==> config.mk <==
export PLATFORM = sky130hd
export DESIGN_NAME = mux1hot_rr_arb
export DESIGN_NICKNAME = d
export VERILOG_FILES = /design/src/rtl/mux1hot_arb_pkg.sv /design/src/rtl/mux1hot.sv /design/src/rtl/rr_pick_onehot.sv /design/src/rtl/mux1hot_rr_arb.sv
export SDC_FILE = /design/constraint.sdc
export NUM_CORES = 1
export LEC_CHECK = 0
export ABC_AREA = 1
export BUFFER_PORTS_ARGS = -buffer_cell sky130_fd_sc_hd__buf_4
export CORE_AREA = 2 2 126 128
export DETAILED_ROUTE_END_ITERATION = 8
export DIE_AREA = 0 0 128 130
export REMOVE_ABC_BUFFERS = 1
export SKIP_CTS_REPAIR_TIMING = 1
export SYNTH_ARGS = -nofsm -noshare
export SYNTH_HDL_FRONTEND = slang
export SYNTH_SLANG_ARGS = --single-unit
export TNS_END_PERCENT = 30
==> constraint.sdc <==
create_clock -name clk -period 3.8 [get_ports clk]
set_input_delay 0.76 -clock clk [delete_from_list [all_inputs] [get_ports clk]]
set_output_delay 0.76 -clock clk [all_outputs]
set_load 0.01 [all_outputs]
==> src/rtl/mux1hot_arb_pkg.sv <==
// ---------------------------------------------------------------------------
// mux1hot_arb_pkg
// Shared types and helpers for the one-hot round-robin arbiters.
//   arb_state_t : arbiter state (IDLE / BUSY)
//   onehot2idx  : one-hot vector (up to MAX_N bits) -> binary index
//   rr_pick     : behavioural round-robin pick, first set bit after ptr,
//                 wrapping modulo n; returns a one-hot vector
// ---------------------------------------------------------------------------
package mux1hot_arb_pkg;

  localparam int MAX_N = 16;

  typedef enum logic {
    IDLE = 1'b0,
    BUSY = 1'b1
  } arb_state_t;

  // OR of the indices of all set bits; exact for a one-hot or zero input.
  function automatic logic [3:0] onehot2idx(input logic [MAX_N-1:0] oh);
    logic [3:0] idx;
    idx = '0;
    for (int i = 0; i < MAX_N; i++) begin
      if (oh[i]) idx = idx | 4'(i);
    end
    return idx;
  endfunction

  function automatic logic [MAX_N-1:0] rr_pick(input logic [MAX_N-1:0] req,
                                               input logic [3:0]       ptr,
                                               input int               n);
    logic [MAX_N-1:0] res;
    int               idx;
    res = '0;
    for (int k = 1; k <= n; k++) begin
      idx = (int'(ptr) + k) % n;
      if (res == '0 && req[idx]) res[idx] = 1'b1;
    end
    return res;
  endfunction

endpackage

==> src/rtl/mux1hot.sv <==
// ---------------------------------------------------------------------------
// mux1hot
// AND-OR one-hot multiplexer.
//   i_sel  : one-hot select (zero selects nothing, output is 0)
//   i_data : N packed words, word i at [i*WIDTH +: WIDTH]
//   o_data : selected word
// ---------------------------------------------------------------------------
module mux1hot #(
  parameter int N     = 8,
  parameter int WIDTH = 32
) (
  input  logic [N-1:0]       i_sel,
  input  logic [N*WIDTH-1:0] i_data,
  output logic [WIDTH-1:0]   o_data
);

  logic [WIDTH-1:0] w_terms [N];

  for (genvar gi = 0; gi < N; gi++) begin : g_term
    assign w_terms[gi] = i_data[gi*WIDTH +: WIDTH] & {WIDTH{i_sel[gi]}};
  end

  always_comb begin
    o_data = '0;
    for (int i = 0; i < N; i++) o_data = o_data | w_terms[i];
  end

endmodule

==> src/rtl/rr_pick_onehot.sv <==
// ---------------------------------------------------------------------------
// rr_pick_onehot
// Combinational round-robin pick: rotate the request vector so that the
// requester after i_ptr sits at bit 0, isolate the lowest set bit, then
// rotate the result back into requester order.
//   i_req   : request vector, one bit per requester
//   i_ptr   : index of the previous winner (search starts at i_ptr+1)
//   o_grant : one-hot winner, zero when no request
//   o_any   : at least one request present
// ---------------------------------------------------------------------------
module rr_pick_onehot #(
  parameter int N   = 8,
  parameter int IDW = $clog2(N)
) (
  input  logic [N-1:0]   i_req,
  input  logic [IDW-1:0] i_ptr,
  output logic [N-1:0]   o_grant,
  output logic           o_any
);

  logic [IDW-1:0] w_start;
  logic [N-1:0]   w_rot;
  logic [N-1:0]   w_first;

  assign w_start = (i_ptr == IDW'(N - 1)) ? '0 : i_ptr + 1'b1;

  // One extra bit so gi + start (or gi + N - start) never overflows before
  // the single conditional subtract that reduces it modulo N.
  for (genvar gi = 0; gi < N; gi++) begin : g_rotate
    logic [IDW:0]   w_fwd_sum;
    logic [IDW-1:0] w_fwd_idx;
    logic [IDW:0]   w_back_sum;
    logic [IDW-1:0] w_back_idx;

    assign w_fwd_sum  = (IDW+1)'(gi) + {1'b0, w_start};
    assign w_fwd_idx  = (w_fwd_sum >= (IDW+1)'(N)) ? IDW'(w_fwd_sum - (IDW+1)'(N))
                                                   : IDW'(w_fwd_sum);
    assign w_rot[gi]  = i_req[w_fwd_idx];

    assign w_back_sum = (IDW+1)'(gi) + (IDW+1)'(N) - {1'b0, w_start};
    assign w_back_idx = (w_back_sum >= (IDW+1)'(N)) ? IDW'(w_back_sum - (IDW+1)'(N))
                                                    : IDW'(w_back_sum);
    assign o_grant[gi] = w_first[w_back_idx];
  end

  // Two's-complement trick isolates the lowest set bit.
  assign w_first = w_rot & (~w_rot + 1'b1);
  assign o_any   = |i_req;

endmodule

==> src/rtl/mux1hot_rr_arb.sv <==
// ---------------------------------------------------------------------------
// mux1hot_rr_arb
// Round-robin burst arbiter: shares one valid/ready output among N
// requesters, holding each grant until the beat flagged last (or until
// MAX_BEATS accepted beats when MAX_BEATS != 0). Datapath is purely
// combinational; only grant, pointer and beat count are registered.
//   clk, rst_n        : clock, synchronous active-low reset
//   in_valid/in_last  : per-requester valid and last flags
//   in_data           : requester i at [i*WIDTH +: WIDTH]
//   in_ready          : per-requester ready, one-hot or zero
//   out_valid/out_data/out_last/out_id : selected channel
//   out_ready         : sink ready
//   grant             : registered one-hot grant (mux select)
// ---------------------------------------------------------------------------
module mux1hot_rr_arb
  import mux1hot_arb_pkg::*;
#(
  parameter int N         = 8,
  parameter int WIDTH     = 32,
  parameter int MAX_BEATS = 0,
  parameter int IDW       = $clog2(N)
) (
  input  logic               clk,
  input  logic               rst_n,
  input  logic [N-1:0]       in_valid,
  input  logic [N-1:0]       in_last,
  input  logic [N*WIDTH-1:0] in_data,
  output logic [N-1:0]       in_ready,
  output logic               out_valid,
  output logic [WIDTH-1:0]   out_data,
  output logic               out_last,
  output logic [IDW-1:0]     out_id,
  input  logic               out_ready,
  output logic [N-1:0]       grant
);

  localparam int              BW         = (MAX_BEATS == 0) ? 1 : $clog2(MAX_BEATS + 1);
  localparam bit              LIMIT_EN   = (MAX_BEATS != 0);
  localparam logic [BW-1:0]   BEAT_LIMIT = (MAX_BEATS == 0) ? '0 : BW'(MAX_BEATS - 1);

  arb_state_t     r_state, w_state_next;
  logic [N-1:0]   r_grant, w_grant_next;
  logic [IDW-1:0] r_last_win, w_last_win_next;
  logic [BW-1:0]  r_beats, w_beats_next;

  logic           w_busy;
  logic [N-1:0]   w_pick;
  logic           w_pick_any;
  logic [IDW-1:0] w_pick_idx;
  logic [IDW-1:0] w_gidx;
  logic [WIDTH-1:0] w_mux_data;
  logic           w_hs;
  logic           w_release;

  rr_pick_onehot #(.N(N), .IDW(IDW)) u_pick (
    .i_req   (in_valid),
    .i_ptr   (r_last_win),
    .o_grant (w_pick),
    .o_any   (w_pick_any)
  );

  mux1hot #(.N(N), .WIDTH(WIDTH)) u_mux (
    .i_sel  (r_grant),
    .i_data (in_data),
    .o_data (w_mux_data)
  );

  assign w_busy     = (r_state == BUSY);
  assign w_pick_idx = IDW'(onehot2idx(MAX_N'(w_pick)));
  assign w_gidx     = IDW'(onehot2idx(MAX_N'(r_grant)));

  // Outputs are forced to zero outside BUSY so nothing stale leaks out.
  assign out_valid = w_busy & |(r_grant & in_valid);
  assign out_last  = w_busy & |(r_grant & in_last);
  assign out_data  = w_busy ? w_mux_data : '0;
  assign out_id    = w_busy ? w_gidx : '0;
  assign in_ready  = w_busy ? (r_grant & {N{out_ready}}) : '0;
  assign grant     = r_grant;

  assign w_hs      = out_valid & out_ready;
  assign w_release = w_hs & (out_last | (LIMIT_EN && (r_beats == BEAT_LIMIT)));

  always_comb begin
    w_state_next    = r_state;
    w_grant_next    = r_grant;
    w_last_win_next = r_last_win;
    w_beats_next    = r_beats;
    case (r_state)
      IDLE: begin
        if (w_pick_any) begin
          w_state_next    = BUSY;
          w_grant_next    = w_pick;
          w_last_win_next = w_pick_idx;
          w_beats_next    = '0;
        end else begin
          w_grant_next = '0;
        end
      end
      BUSY: begin
        if (w_release) begin
          // Re-arbitrate in the releasing cycle: zero-bubble hand-over.
          if (w_pick_any) begin
            w_grant_next    = w_pick;
            w_last_win_next = w_pick_idx;
            w_beats_next    = '0;
          end else begin
            w_state_next = IDLE;
            w_grant_next = '0;
            w_beats_next = '0;
          end
        end else if (w_hs) begin
          w_beats_next = r_beats + 1'b1;
        end
      end
      default: begin
        w_state_next = IDLE;
        w_grant_next = '0;
      end
    endcase
  end

  always_ff @(posedge clk) begin
    if (!rst_n) begin
      r_state    <= IDLE;
      r_grant    <= '0;
      r_last_win <= IDW'(N - 1);  // requester 0 wins the first arbitration
      r_beats    <= '0;
    end else begin
      r_state    <= w_state_next;
      r_grant    <= w_grant_next;
      r_last_win <= w_last_win_next;
      r_beats    <= w_beats_next;
    end
  end

endmodule

==> impl_metrics.env <==
export IMPL_worstSkewPairLatency_ps=240
export IMPL_die_area_sq_um=16600
export IMPL_rsz0062_at_grt="no"
export IMPL_design_area_sq_um=5770
export IMPL_synth_edff_count=0
export IMPL_crit_path_top_delay_cell="dfxtp_1"
export IMPL_io_pins=328
export IMPL_wl_per_cell_um=19.8
export IMPL_crit_fanout=19
export IMPL_synth_cells=544
export IMPL_wirelength_um=20600
export IMPL_clkTransAtPathRegs_ps=40
export IMPL_max_vdd_ir_drop_uv=561
export IMPL_drv_slew=0
export IMPL_cts_tree="yes"
export IMPL_placedInstanceArea_sq_um=5680
export IMPL_ys_warnings_count=0
export IMPL_timing_clock_skew_ps=0.611
export IMPL_setup_tns_ps=0
export IMPL_ys_seq_elements=12
export IMPL_ff2ff_setup_slack_ps=960
export IMPL_ys_flop_type="dfxtp_1"
export IMPL_avgSynthCellArea_sq_um=5.58
export IMPL_io_buffers=327
export IMPL_htree_levels=1
export IMPL_antenna_found_initial=2
export IMPL_leakage_nw=2.88
export IMPL_drv_cap=0
export IMPL_std_cell_rows=46
export IMPL_vias=5306
export IMPL_worst_slack_ps=852
export IMPL_grtUsageTotal_pct=23.2
export IMPL_final_min_clock_period_ps=2950
export IMPL_gr_total_overflow=0
export IMPL_drt_first_pass_iters=5
export IMPL_drc_errors=0
export IMPL_drtAntennaViolNets=0
export IMPL_cp_required_ps=3040
export IMPL_fin_nets=1128
export IMPL_grt_pass1_vias=4975
export IMPL_die_h_um=130
export IMPL_crit_arrival_ps=2190
export IMPL_reg2reg_depth=17
export IMPL_hold_class="reg -> reg"
export IMPL_dp_hpwl_um=16600
export IMPL_grt_first_pass_wirelength_um=29500
export IMPL_status="complete, no violations"
export IMPL_fill_cells=1729
export IMPL_async_flop_share_pct=0
export IMPL_tightest_slew_ps=961
export IMPL_setup_viol=0
export IMPL_power_density_nw_per_um2=805
export IMPL_slowest_delay_ps=930
export IMPL_drtIter0Drc=402
export IMPL_cts_buffers=3
export IMPL_die_x_um=128
export IMPL_crit_chain="buf_4 > a22o_1 > a221oi_1 > a31oi_1 > buf_4"
export IMPL_globalplace_congestion=0.975
export IMPL_coreArea_sq_um=15400
export IMPL_clock_sinks=12
export IMPL_area_growth_pct=90.2
export IMPL_min_path_cells=2
export IMPL_synth_distinct_cells=37
export IMPL_yosysSeqAreaShare_pct=7.91
export IMPL_path_class="reg -> out"
export IMPL_p_total_mw=4.65
export IMPL_hold_violations=0
export IMPL_clock_path_buffers=2
export IMPL_start_util_pct=19.7
export IMPL_end_kind="output pin"
export IMPL_via_per_inst=5.09
export IMPL_path_common_cell="buf_4"
export IMPL_start_kind="flop"
export IMPL_clockRootBuffer="clkbuf_16"
export IMPL_grt_start_max_net_pins=47
export IMPL_netlist_area_sq_um=3040
export IMPL_slew_headroom_pct=36.0
export IMPL_final_cells=1043
export IMPL_numPlacedInstances=1037
export IMPL_min_period_over_period_pct=77.6
export IMPL_layout_drive_gt1_share_pct=43.2
export IMPL_fmax_ghz=0.339
export IMPL_pre_cts_slack_ps=986
[report_power, final]
part | internal [mW] | switching, mW | leakage [nW]
Sequential | 0.178 | 0.115 | 0.0988
Combinational | 1.64 | 2.50 | 2.74
Clock | 0.159 | 0.0537 | 0.0442
Total | 1.97 | 2.67 | 2.88
[synthesized netlist by cell type, drive strengths merged, types with 2 or more instances]
library cell | instances | area [sq um]
inv | 39 | 146
nand4 | 12 | 75.1
a221oi | 46 | 403
xnor2 | 2 | 25.0
ha | 3 | 37.5
dfxtp | 12 | 240
a21oi | 32 | 160
o21ai | 7 | 35.0
buf | 7 | 48.8
clkbuf | 34 | 128
o22ai | 2 | 12.5
nand2 | 206 | 803
nor4 | 2 | 12.5
a22o | 35 | 307
a41oi | 2 | 17.5
nor2 | 13 | 73.8
nand3 | 54 | 288
nor3 | 9 | 45.0
a31oi | 20 | 125
[final timing paths]
kind,from,to
min reg2reg,r_last_win[2]$_SDFFE_PN1P_,r_last_win[2]$_SDFFE_PN1P_
max reg2reg,r_last_win[0]$_SDFFE_PN1P_,r_last_win[1]$_SDFFE_PN1P_
max,grant[5]$_SDFFE_PN0N_,out_data[10]
min,r_last_win[2]$_SDFFE_PN1P_,r_last_win[2]$_SDFFE_PN1P_
[stage by stage]
| stage | hold slack [ps] | utilization [%] |
|---|---|---|
| floorplan | 447 | - |
| global placement | 478 | 36.8 |
| detailed placement | 486 | 36.8 |
| CTS | 497 | 37.4 |
| global route | 513 | 37.4 |
| finish | 496 | 37.4 |
[critical path: cells and delay by family, from the launching register on]
family / cells / cell delay [ps]
AO/OA/AOI/OAI: 3 / 410
buffers and inverters: 2 / 590
flip-flops: 1 / 930
[metal layers]
metal | part of all wire, % | vias to the layer above | track usage, %
li1 | - | 2568 | -
met1 | 44 | 2464 | 31.5
met2 | 45 | 246 | 36.6
met3 | 8.9 | 28 | 5.90
met4 | 2.3 | 0 | 5.88
met5 | 0 | - | 0
[final cells by class]
class	count	area, sq um	share of cell area, %
clock buffer	4	88.8	1.54
timing repair buffer	342	2580	44.7
antenna	2	5.00	0.0867
inverter	40	150	2.60
multi-input combinational	451	2470	42.8
tap	192	240	4.16
sequential	12	240	4.16
[layout by cell type (no fill, tap or decap), types with 4 or more instances in the layout]
| master | n |
|---|---|
| a31oi_1 | 20 |
| nand2_1 | 198 |
| inv_2 | 5 |
| a22o_1 | 35 |
| a221oi_1 | 46 |
| nand3_1 | 52 |
| inv_1 | 34 |
| dfxtp_1 | 12 |
| nor3_1 | 9 |
| nand4_1 | 12 |
| nand2_2 | 6 |
| o21ai_1 | 4 |
| nor2_1 | 9 |
| buf_4 | 341 |
| a21oi_1 | 32 |
[cell families after synthesis]
family / count (synthesis) / share of synthesized area [%]
xor+xnor: 3 / 1.11
compound gates: 148 / 36.0
buf+inv: 81 / 10.8
flops: 12 / 7.91
simple gates: 297 / 43.0
fa+ha+maj: 3 / 1.24
[state kept, by name, indices dropped and copies added (netlist names)]
| register | flops |
|---|---|
| grant | 8 |
| r_last_win | 3 |
| r_state | 1 |
Note: power is estimated with default switching activity, not from simulation.
